File: src/rtl/bus_pkg.sv
// bus_pkg: shared types and helpers for bs_gnrtr_n_rbtr bus endpoints.
//   BUS_PKT_T(W)  : macro giving a W-bit packet type (pkt_t in users).
//   ID_W, BCST_ID : destination-ID width and broadcast ID.
//   get_id()      : extracts the destination ID from the top ID_W bits.
//   sat_inc16()   : 16-bit saturating increment for statistics.
//   ep_stat_t     : endpoint statistics bundle {rx, drop, misroute}.
//   fifo_state_t  : receive FIFO occupancy state.

`define BUS_PKT_T(W) logic [(W)-1:0]

package bus_pkg;

  localparam int              ID_W      = 8;
  localparam logic [ID_W-1:0] BCST_ID   = 8'hFF;
  // Widest packet get_id() accepts; callers zero-extend into this.
  localparam int              PKT_MAX_W = 256;

  typedef struct packed {
    logic [15:0] rx;
    logic [15:0] drop;
    logic [15:0] misroute;
  } ep_stat_t;

  typedef enum logic [1:0] {
    FIFO_EMPTY   = 2'd0,
    FIFO_PARTIAL = 2'd1,
    FIFO_FULL    = 2'd2
  } fifo_state_t;

  // A shift keeps the select width constant for any packet width.
  function automatic logic [ID_W-1:0] get_id(input logic [PKT_MAX_W-1:0] pkt,
                                             input int unsigned          pkt_w);
    logic [PKT_MAX_W-1:0] shifted;
    shifted = pkt >> (pkt_w - ID_W);
    return shifted[ID_W-1:0];
  endfunction

  function automatic logic [15:0] sat_inc16(input logic [15:0] v);
    return (v == 16'hFFFF) ? v : v + 16'd1;
  endfunction

endpackage

File: src/rtl/bus_rx_endpoint_if.sv
// bus_rx_endpoint_if: bus delivery and local-consumer handshake.
//   push/D_push       : bus delivery strobe and packet (bus -> endpoint).
//   rd_valid/rd_data  : head packet offered to the consumer (endpoint -> consumer).
//   rd_ready          : consumer accepts the head (consumer -> endpoint).
// master = bus/consumer side, slave = endpoint side.

interface bus_rx_endpoint_if #(
  parameter int pckg_sz = 16
);
  logic               push;
  logic [pckg_sz-1:0] D_push;
  logic               rd_valid;
  logic [pckg_sz-1:0] rd_data;
  logic               rd_ready;

  modport master (
    output push, D_push, rd_ready,
    input  rd_valid, rd_data
  );

  modport slave (
    input  push, D_push, rd_ready,
    output rd_valid, rd_data
  );
endinterface

File: src/rtl/sync_fifo.sv
// sync_fifo: first-word-fall-through FIFO with registered count/state.
//   clk, reset  : clock, synchronous active-high reset.
//   wr_en_i     : write request; honoured when not full or when popping.
//   wr_data_i   : write data.
//   rd_en_i     : pop request; ignored while empty.
//   rd_valid_o  : head valid; rd_data_o : head data (0 when empty).
//   count_o, full_o, empty_o : post-edge occupancy.

module sync_fifo
  import bus_pkg::*;
#(
  parameter  int width = 16,
  parameter  int depth = 8,
  localparam int PTR_W = $clog2(depth),
  localparam int CNT_W = $clog2(depth + 1)
) (
  input  logic             clk,
  input  logic             reset,
  input  logic             wr_en_i,
  input  logic [width-1:0] wr_data_i,
  input  logic             rd_en_i,
  output logic             rd_valid_o,
  output logic [width-1:0] rd_data_o,
  output logic [CNT_W-1:0] count_o,
  output logic             full_o,
  output logic             empty_o
);

  logic [width-1:0] mem_q [depth];
  logic [PTR_W-1:0] wr_ptr_q, rd_ptr_q;
  logic [CNT_W-1:0] count_q, count_d;
  fifo_state_t      state_q, state_d;
  logic             wr_ok, rd_ok;

  assign rd_ok = rd_en_i & (state_q != FIFO_EMPTY);
  // A write into a full FIFO is legal when the head leaves in the same cycle.
  assign wr_ok = wr_en_i & ((state_q != FIFO_FULL) | rd_ok);

  // NOTE: every variable gets a default before any branch so no latch is inferred.
  always_comb begin
    count_d = count_q;
    state_d = state_q;
    unique case ({wr_ok, rd_ok})
      2'b10:   count_d = count_q + CNT_W'(1);
      2'b01:   count_d = count_q - CNT_W'(1);
      default: count_d = count_q;
    endcase
    if (count_d == '0)                state_d = FIFO_EMPTY;
    else if (count_d == CNT_W'(depth)) state_d = FIFO_FULL;
    else                              state_d = FIFO_PARTIAL;
  end

  // NOTE: sequential state uses non-blocking assignments so all registers
  // update from the same pre-edge values.
  always_ff @(posedge clk) begin
    if (reset) begin
      wr_ptr_q <= '0;
      rd_ptr_q <= '0;
      count_q  <= '0;
      state_q  <= FIFO_EMPTY;
    end else begin
      // Power-of-two depth: pointers wrap modulo depth naturally.
      if (wr_ok) wr_ptr_q <= wr_ptr_q + PTR_W'(1);
      if (rd_ok) rd_ptr_q <= rd_ptr_q + PTR_W'(1);
      count_q <= count_d;
      state_q <= state_d;
    end
  end

  // NOTE: storage is not reset; an entry is only visible after it is written,
  // so clearing the pointers and state is enough.
  always_ff @(posedge clk) begin
    if (wr_ok) mem_q[wr_ptr_q] <= wr_data_i;
  end

  assign rd_valid_o = (state_q != FIFO_EMPTY);
  assign rd_data_o  = rd_valid_o ? mem_q[rd_ptr_q] : '0;
  assign count_o    = count_q;
  assign full_o     = (state_q == FIFO_FULL);
  assign empty_o    = (state_q == FIFO_EMPTY);

endmodule

File: src/rtl/bus_rx_endpoint.sv
// bus_rx_endpoint: device-side receive endpoint of the bs_gnrtr_n_rbtr bus.
// Filters delivered packets by destination ID (dev_id or broadcast), buffers
// accepted packets in a FWFT FIFO and keeps saturating statistics.
//   clk, reset   : clock, synchronous active-high reset.
//   bus (slave)  : push/D_push in, rd_valid/rd_data out, rd_ready in.
//   count/full/empty : FIFO occupancy.
//   ovf          : sticky, a matching packet was dropped.
//   clr_stat     : clears ovf and counters (wins over same-cycle events).
//   rx_cnt/drop_cnt/misroute_cnt : saturating 16-bit statistics.

module bus_rx_endpoint
  import bus_pkg::*;
#(
  parameter  int              drvrs   = 4,
  parameter  int              pckg_sz = 16,
  parameter  int              depth   = 8,
  parameter  int              dev_id  = 0,
  parameter  logic [ID_W-1:0] bcst    = BCST_ID,
  localparam int              CNT_W   = $clog2(depth + 1)
) (
  input  logic               clk,
  input  logic               reset,
  bus_rx_endpoint_if.slave   bus,
  output logic [CNT_W-1:0]   count,
  output logic               full,
  output logic               empty,
  output logic               ovf,
  input  logic               clr_stat,
  output logic [15:0]        rx_cnt,
  output logic [15:0]        drop_cnt,
  output logic [15:0]        misroute_cnt
);

  if (dev_id < 0 || dev_id >= drvrs) begin : g_bad_dev_id
    $error("bus_rx_endpoint: dev_id must be in [0, drvrs)");
  end
  if (depth < 2 || (depth & (depth - 1)) != 0) begin : g_bad_depth
    $error("bus_rx_endpoint: depth must be a power of two and at least 2");
  end

  typedef `BUS_PKT_T(pckg_sz) pkt_t;

  logic [ID_W-1:0] id;
  logic            match, rd_valid, rd_fire;
  logic            accept, drop, misroute;
  pkt_t            head;
  ep_stat_t        stat_q, stat_d;
  logic            ovf_q, ovf_d;

  assign id      = get_id(PKT_MAX_W'(bus.D_push), pckg_sz);
  assign match   = (id == ID_W'(dev_id)) || (id == bcst);
  assign rd_fire = rd_valid & bus.rd_ready;

  // Nothing is accepted or counted in a reset cycle.
  assign accept   = ~reset & bus.push &  match & (~full | rd_fire);
  assign drop     = ~reset & bus.push &  match &   full & ~rd_fire;
  assign misroute = ~reset & bus.push & ~match;

  sync_fifo #(
    .width (pckg_sz),
    .depth (depth)
  ) u_fifo (
    .clk        (clk),
    .reset      (reset),
    .wr_en_i    (accept),
    .wr_data_i  (bus.D_push),
    .rd_en_i    (bus.rd_ready),
    .rd_valid_o (rd_valid),
    .rd_data_o  (head),
    .count_o    (count),
    .full_o     (full),
    .empty_o    (empty)
  );

  assign bus.rd_valid = rd_valid;
  assign bus.rd_data  = head;

  always_comb begin
    stat_d = stat_q;
    ovf_d  = ovf_q;
    if (clr_stat) begin
      stat_d = '0;
      ovf_d  = 1'b0;
    end else begin
      if (accept)   stat_d.rx       = sat_inc16(stat_q.rx);
      if (misroute) stat_d.misroute = sat_inc16(stat_q.misroute);
      if (drop) begin
        stat_d.drop = sat_inc16(stat_q.drop);
        ovf_d       = 1'b1;
      end
    end
  end

  always_ff @(posedge clk) begin
    if (reset) begin
      stat_q <= '0;
      ovf_q  <= 1'b0;
    end else begin
      stat_q <= stat_d;
      ovf_q  <= ovf_d;
    end
  end

  assign rx_cnt       = stat_q.rx;
  assign drop_cnt     = stat_q.drop;
  assign misroute_cnt = stat_q.misroute;
  assign ovf          = ovf_q;

  a_no_push_in_reset : assert property (@(posedge clk) reset |-> !accept);
  a_count_bound      : assert property (@(posedge clk) count <= CNT_W'(depth));
  a_rd_data_stable   : assert property (@(posedge clk) disable iff (reset)
                                        (rd_valid && !bus.rd_ready) |=> $stable(head));

endmodule

File: src/flat_wrapper.sv
// flat-port wrapper written by rule: the top's interface ports become plain ports
module bus_rx_endpoint_flat import bus_pkg::*;
#(
  parameter  int              drvrs   = 4,
  parameter  int              pckg_sz = 16,
  parameter  int              depth   = 8,
  parameter  int              dev_id  = 0,
  parameter  logic [ID_W-1:0] bcst    = BCST_ID,
  localparam int              CNT_W   = $clog2(depth + 1)
)
  (clk, reset, count, full, empty, ovf, clr_stat, rx_cnt, drop_cnt, misroute_cnt, bus_push, bus_D_push, bus_rd_ready, bus_rd_valid, bus_rd_data);
  bus_rx_endpoint_if #(.pckg_sz(pckg_sz)) bus_i ();
  input  logic clk;
  input  logic reset;
  output logic [CNT_W-1:0] count;
  output logic full;
  output logic empty;
  output logic ovf;
  input  logic clr_stat;
  output logic [15:0] rx_cnt;
  output logic [15:0] drop_cnt;
  output logic [15:0] misroute_cnt;
  input wire logic [$bits(bus_i.push)-1:0] bus_push;
  input wire logic [$bits(bus_i.D_push)-1:0] bus_D_push;
  input wire logic [$bits(bus_i.rd_ready)-1:0] bus_rd_ready;
  output wire logic [$bits(bus_i.rd_valid)-1:0] bus_rd_valid;
  output wire logic [$bits(bus_i.rd_data)-1:0] bus_rd_data;
  assign bus_i.push = bus_push;
  assign bus_i.D_push = bus_D_push;
  assign bus_i.rd_ready = bus_rd_ready;
  assign bus_rd_valid = bus_i.rd_valid;
  assign bus_rd_data = bus_i.rd_data;
  bus_rx_endpoint #(.drvrs(drvrs), .pckg_sz(pckg_sz), .depth(depth), .dev_id(dev_id), .bcst(bcst)) u_core (.clk(clk), .reset(reset), .bus(bus_i), .count(count), .full(full), .empty(empty), .ovf(ovf), .clr_stat(clr_stat), .rx_cnt(rx_cnt), .drop_cnt(drop_cnt), .misroute_cnt(misroute_cnt));
endmodule
File: config.mk
export PLATFORM = sky130hd
export DESIGN_NAME = bus_rx_endpoint_flat
export DESIGN_NICKNAME = d
export VERILOG_FILES = /design/src/rtl/bus_pkg.sv /design/src/rtl/bus_rx_endpoint_if.sv /design/src/rtl/sync_fifo.sv /design/src/rtl/bus_rx_endpoint.sv /design/src/flat_wrapper.sv
export SDC_FILE = /design/constraint.sdc
export NUM_CORES = 1
export LEC_CHECK = 0
export CORE_MARGIN = 2
export CORE_UTILIZATION = 50
export DETAILED_ROUTE_END_ITERATION = 8
export GPL_ROUTABILITY_DRIVEN = 0
export HOLD_SLACK_MARGIN = 0.12
export PLACE_DENSITY_LB_ADDON = 0.08
export SYNTH_ARGS = -nofsm -noshare
export SYNTH_HDL_FRONTEND = slang
export SYNTH_SLANG_ARGS = --single-unit
File: constraint.sdc
create_clock -name clk -period 3.8 [get_ports clk]
set_input_delay 0.76 -clock clk [delete_from_list [all_inputs] [get_ports clk]]
set_output_delay 0.76 -clock clk [all_outputs]
set_load 0.005 [all_outputs]
==> metrics.md, run 1 <==
| Metric | Value |
|---|---|
| Worst Path Required | 4.13 ns |
| Pre-antenna DRT Iters | 4 |
| RSZ-0062 raised after global routing | false |
| Initial Utilization | 51.1% |
| Pleak | 3.14 nW |
| Total internal power | 3.31 mW |
| Largest cells by area after synthesis | edfxtp_1 (48%), dfxtp_1 (16%), mux4_2 (8.9%) |
| Element type at the critical path end | flip-flop |
| Die width | 131 um |
| Clk pwr share | 43.6% |
| PwrDens | 407 mW/mm^2 |
| DRC Markers | 0 |
| Filler instances | 1224 |
| Asr flop ratio synth | 0% |
| Buf+Inv Stages, Crit Path | 2 |
| Die Height | 131 um |
| Critical path class | in2reg |
| Post-route cell area | 0.0101 mm^2 |
| Post-DP Area | 0.00946 mm^2 |
| Clk_lat worst skew | 0.43 ns |
| Fin crit period | 3.38 ns |
| Final Net Count | 737 |
| Arr. time, crit path | 3.71 ns |
| Peak VDD IR | 0.297 mV |
| Post-CTS Setup Inserts | 0 |
| EDFF count, synth | 128 |
| GRT Total Usage | 20.4% |
| Setup_tns | 0 ns |
| Final period utilization | 89.0% |
| Seq/Total Area, Yosys | 63.4% |
| Max_slew headroom | 41.0% |
| Post-CTS Hold Buffers | 0 |
| Die area | 0.0172 mm^2 |
| # diodes | 0 |
| Overflow after GRT | 0 |
| IO buf count | 92 |
| Layout cells sized above 1 | 15.1% |
| H-tree Lvls | 4 |
| Clk sinks | 192 |
| Clock Tree Buf Depth | 2 |
| Antenna violations before repair | 0 |
| Final wirelength | 17200 um |
| Yosys warns | 0 |
| Cell area after synthesis | 0.00809 mm^2 |
| Final HPWL DP | 11100 um |
| Cell variety after synth | 55 |
| Vias in the first global route | 5258 |
| Met1 usage | 26.9% |
| Vias | 5345 |
| Comb power frac | 2.0% |
| Run status | finished clean |
| Reg clk slew, reported paths | 0.07 ns |
| Largest net degree at the start of global routing | 46 |
| CTS buffer count | 17 |
| Crit-path max FO | 10 |
| CP max-delay cell | clkdlybuf4s50_1 |
| Cells after Synth | 598 |
| Gr busiest metal | met2 |
| Flops & latches, synth | 192 |
| Critical path depth | 13 |
| Post-Syn Nets | 627 |
| Fin Clk Skew | 0.0103 ns |
| Global-route wire length before repair | 27700 um |
| Delay-heaviest family, CP | simple AND/OR/NAND/NOR gates |
| Worst-margin pin slew | 0.885 ns |
| CTS tree | yes |
| Worst R2R Path Depth | 12 |
| Worst hold path class | reg2reg |
| Fin. max-slew vios | 0 |
| Setup Viol. Count Final | 0 |
| Reg power frac | 54.3% |
| Io pins | 93 |
| GR Util met3 | 4.71% |
| Row count | 46 |
| CP Cell Sequence | clkdlybuf4s50_1 > nand4_1 > or2_1 > a21oi_2 > inv_2 > ha_1 > xor2_1 > ha_1 > a21oi_1 > xor2_1 > nor2_1 > xnor2_1 > nor4bb_1 |
| Antenna-violating nets left | 0 |
| Final Hold Viols | 0 |
| Post-CTS sizing | 0 |
| Clock tree root buffer cell | clkbuf_16 |
| Post-synth top area share | 47.5% |
| Met2 usage | 33.9% |
| Hold depth | 2 |
| Sw Ratio | 19.1% |
| Drt via density | 5.70 |
| Dominant cell type by area after synthesis | edfxtp_1 |
| Drt wl/cell | 18.3 um |
| P&R area growth vs syn | 24.3% |
| Kind of start point of the critical path | primary input |
| Most used flip-flop cell after synthesis | edfxtp_1 |
| Slowest Stage Delay on Critical Path | 0.71 ns |
| F_max | 296 MHz |
| Core area | 0.0158 mm^2 |
| Register-to-register setup slack | 1.17 ns |
| Iter 0 DRT Violations | 277 |
| Syn Area/Cell | 13.5 um^2 |
| Max cap viols | 0 |
| Switching power | 781 uW |
-- cells by family after synthesis --
logic type      after synthesis  synth area share [%]
compound gates               99                  7.73
xor+xnor                     11                  1.19
mux                          52                  11.4
simple gates                195                  13.0
flops                       192                  63.4
buf+inv                      41                  2.09
fa+ha+maj                     8                  1.24
-- stage by stage --
step                instances  total power [mW]  utilization, %  hold slack, ns  setup WS, ns
CTS                       937              4.12            63.5           0.475         0.424
finish                    937              4.09            63.5           0.470         0.416
global route              937              4.21            63.5           0.502         0.230
floorplan                 598              2.30               -           0.465         0.103
detailed placement        905              2.35            59.8           0.457        0.0268
global placement          905              2.35            59.8           0.455         0.174
-- cell usage in the layout (no fill, tap or decap), types with 8 or more instances in the layout --
cell             netlist  layout
mux2i_1               20      20
nand4_1               14      14
edfxtp_1             128     128
nand3_1               18      18
or4_1                 21      21
dfxtp_1               64      63
or3_1                 16      16
o31ai_1               16      16
nor2_1                50      50
a21oi_1               38      38
buf_4                  0      29
mux4_2                32      32
ha_1                   8       8
o21ai_0               18      18
clkdlybuf4s50_1        0      92
nand2_1               37      37
clkbuf_16              0      17
-- state kept, by name, indices dropped and copies added, names as in the netlist, 2 cells and up, named ones only --
register                count
u_core.u_fifo.wr_ptr_q      3
u_core.u_fifo.count_o       4
u_core.u_fifo.rd_ptr_q      3
u_core.drop_cnt            16
u_core.rx_cnt              16
u_core.u_fifo.state_q       2
u_core.u_fifo.mem_q       128
u_core.misroute_cnt        16
-- per-layer routing --
layer	vias to the layer above	part of all wire, %
met5	-	0
met4	0	1.4
met3	17	4.9
met2	117	50
met1	2648	44
li1	2563	-
-- cell usage after synthesis, drive strengths merged, types with 7 or more instances --
| cell type | n |
|---|---|
| edfxtp | 128 |
| dfxtp | 64 |
| nor2 | 50 |
| a21oi | 39 |
| nand2 | 38 |
| mux4 | 32 |
| or4 | 21 |
| mux2i | 20 |
| nand3 | 18 |
| o21ai | 18 |
| clkbuf | 17 |
| o31ai | 16 |
| or3 | 16 |
| buf | 15 |
| nand4 | 15 |
| ha | 8 |
| inv | 8 |
| nor4 | 8 |
| xor2 | 7 |
-- path summary, 6_finish.rpt --
kind | from | to
setup / recovery | bus_D_push[15] | u_core.u_fifo.state_q[1]$_SDFF_PP0_
hold / removal | u_core.ovf$_SDFFE_PP0P_ | u_core.ovf$_SDFFE_PP0P_
setup reg to reg | u_core.u_fifo.state_q[1]$_SDFF_PP0_ | u_core.u_fifo.state_q[1]$_SDFF_PP0_
hold reg to reg | u_core.ovf$_SDFFE_PP0P_ | u_core.ovf$_SDFFE_PP0P_
-- power by group through the flow --
| stage | logic, mW | registers (mW) | clock network (mW) |
|---|---|---|---|
| 6_report | 0.0826 | 2.22 | 1.79 |
| 5_1_grt | 0.0908 | 2.22 | 1.90 |
| 3_3_place_gp | 0.0795 | 2.27 | 0 |
| 2_1_floorplan | 0.0261 | 2.27 | 0 |
| 3_5_place_dp | 0.0830 | 2.27 | 0 |
| 4_1_cts | 0.0834 | 2.22 | 1.81 |
-- worst register-to-register path: cells and delay by family (launching register included) --
| kind | cells | cell delay (ns) |
|---|---|---|
| compound gates | 2 | 0.21 |
| xor+xnor | 3 | 0.51 |
| fa+ha+maj | 2 | 0.45 |
| buf+inv | 1 | 0.08 |
| flops | 1 | 0.34 |
| simple gates | 4 | 0.96 |
-- layout make-up --
| type | instances | area (um^2) | share of cell area, % |
|---|---|---|---|
| sequential | 192 | 5130 | 51.0 |
| multi-input combinational | 365 | 2850 | 28.4 |
| timing repair buffer | 123 | 1180 | 11.7 |
| clock buffer | 23 | 458 | 4.56 |
| tap | 216 | 270 | 2.69 |
| clock inverter | 9 | 133 | 1.32 |
| inverter | 9 | 33.8 | 0.336 |
Note: power is estimated with default switching activity, not from simulation.
==> inputs of run 2 (changes only) <==
--- a/config.mk
+++ b/config.mk
@@ -9,6 +9,7 @@
 export CORE_UTILIZATION = 50
 export DETAILED_ROUTE_END_ITERATION = 8
 export GPL_ROUTABILITY_DRIVEN = 0
+export GPL_TIMING_DRIVEN = 1
 export HOLD_SLACK_MARGIN = 0.12
 export PLACE_DENSITY_LB_ADDON = 0.08
 export SYNTH_ARGS = -nofsm -noshare
==> results of run 2 <==
Same layout as run 1: the final DEF is identical, and so are final timing and power.
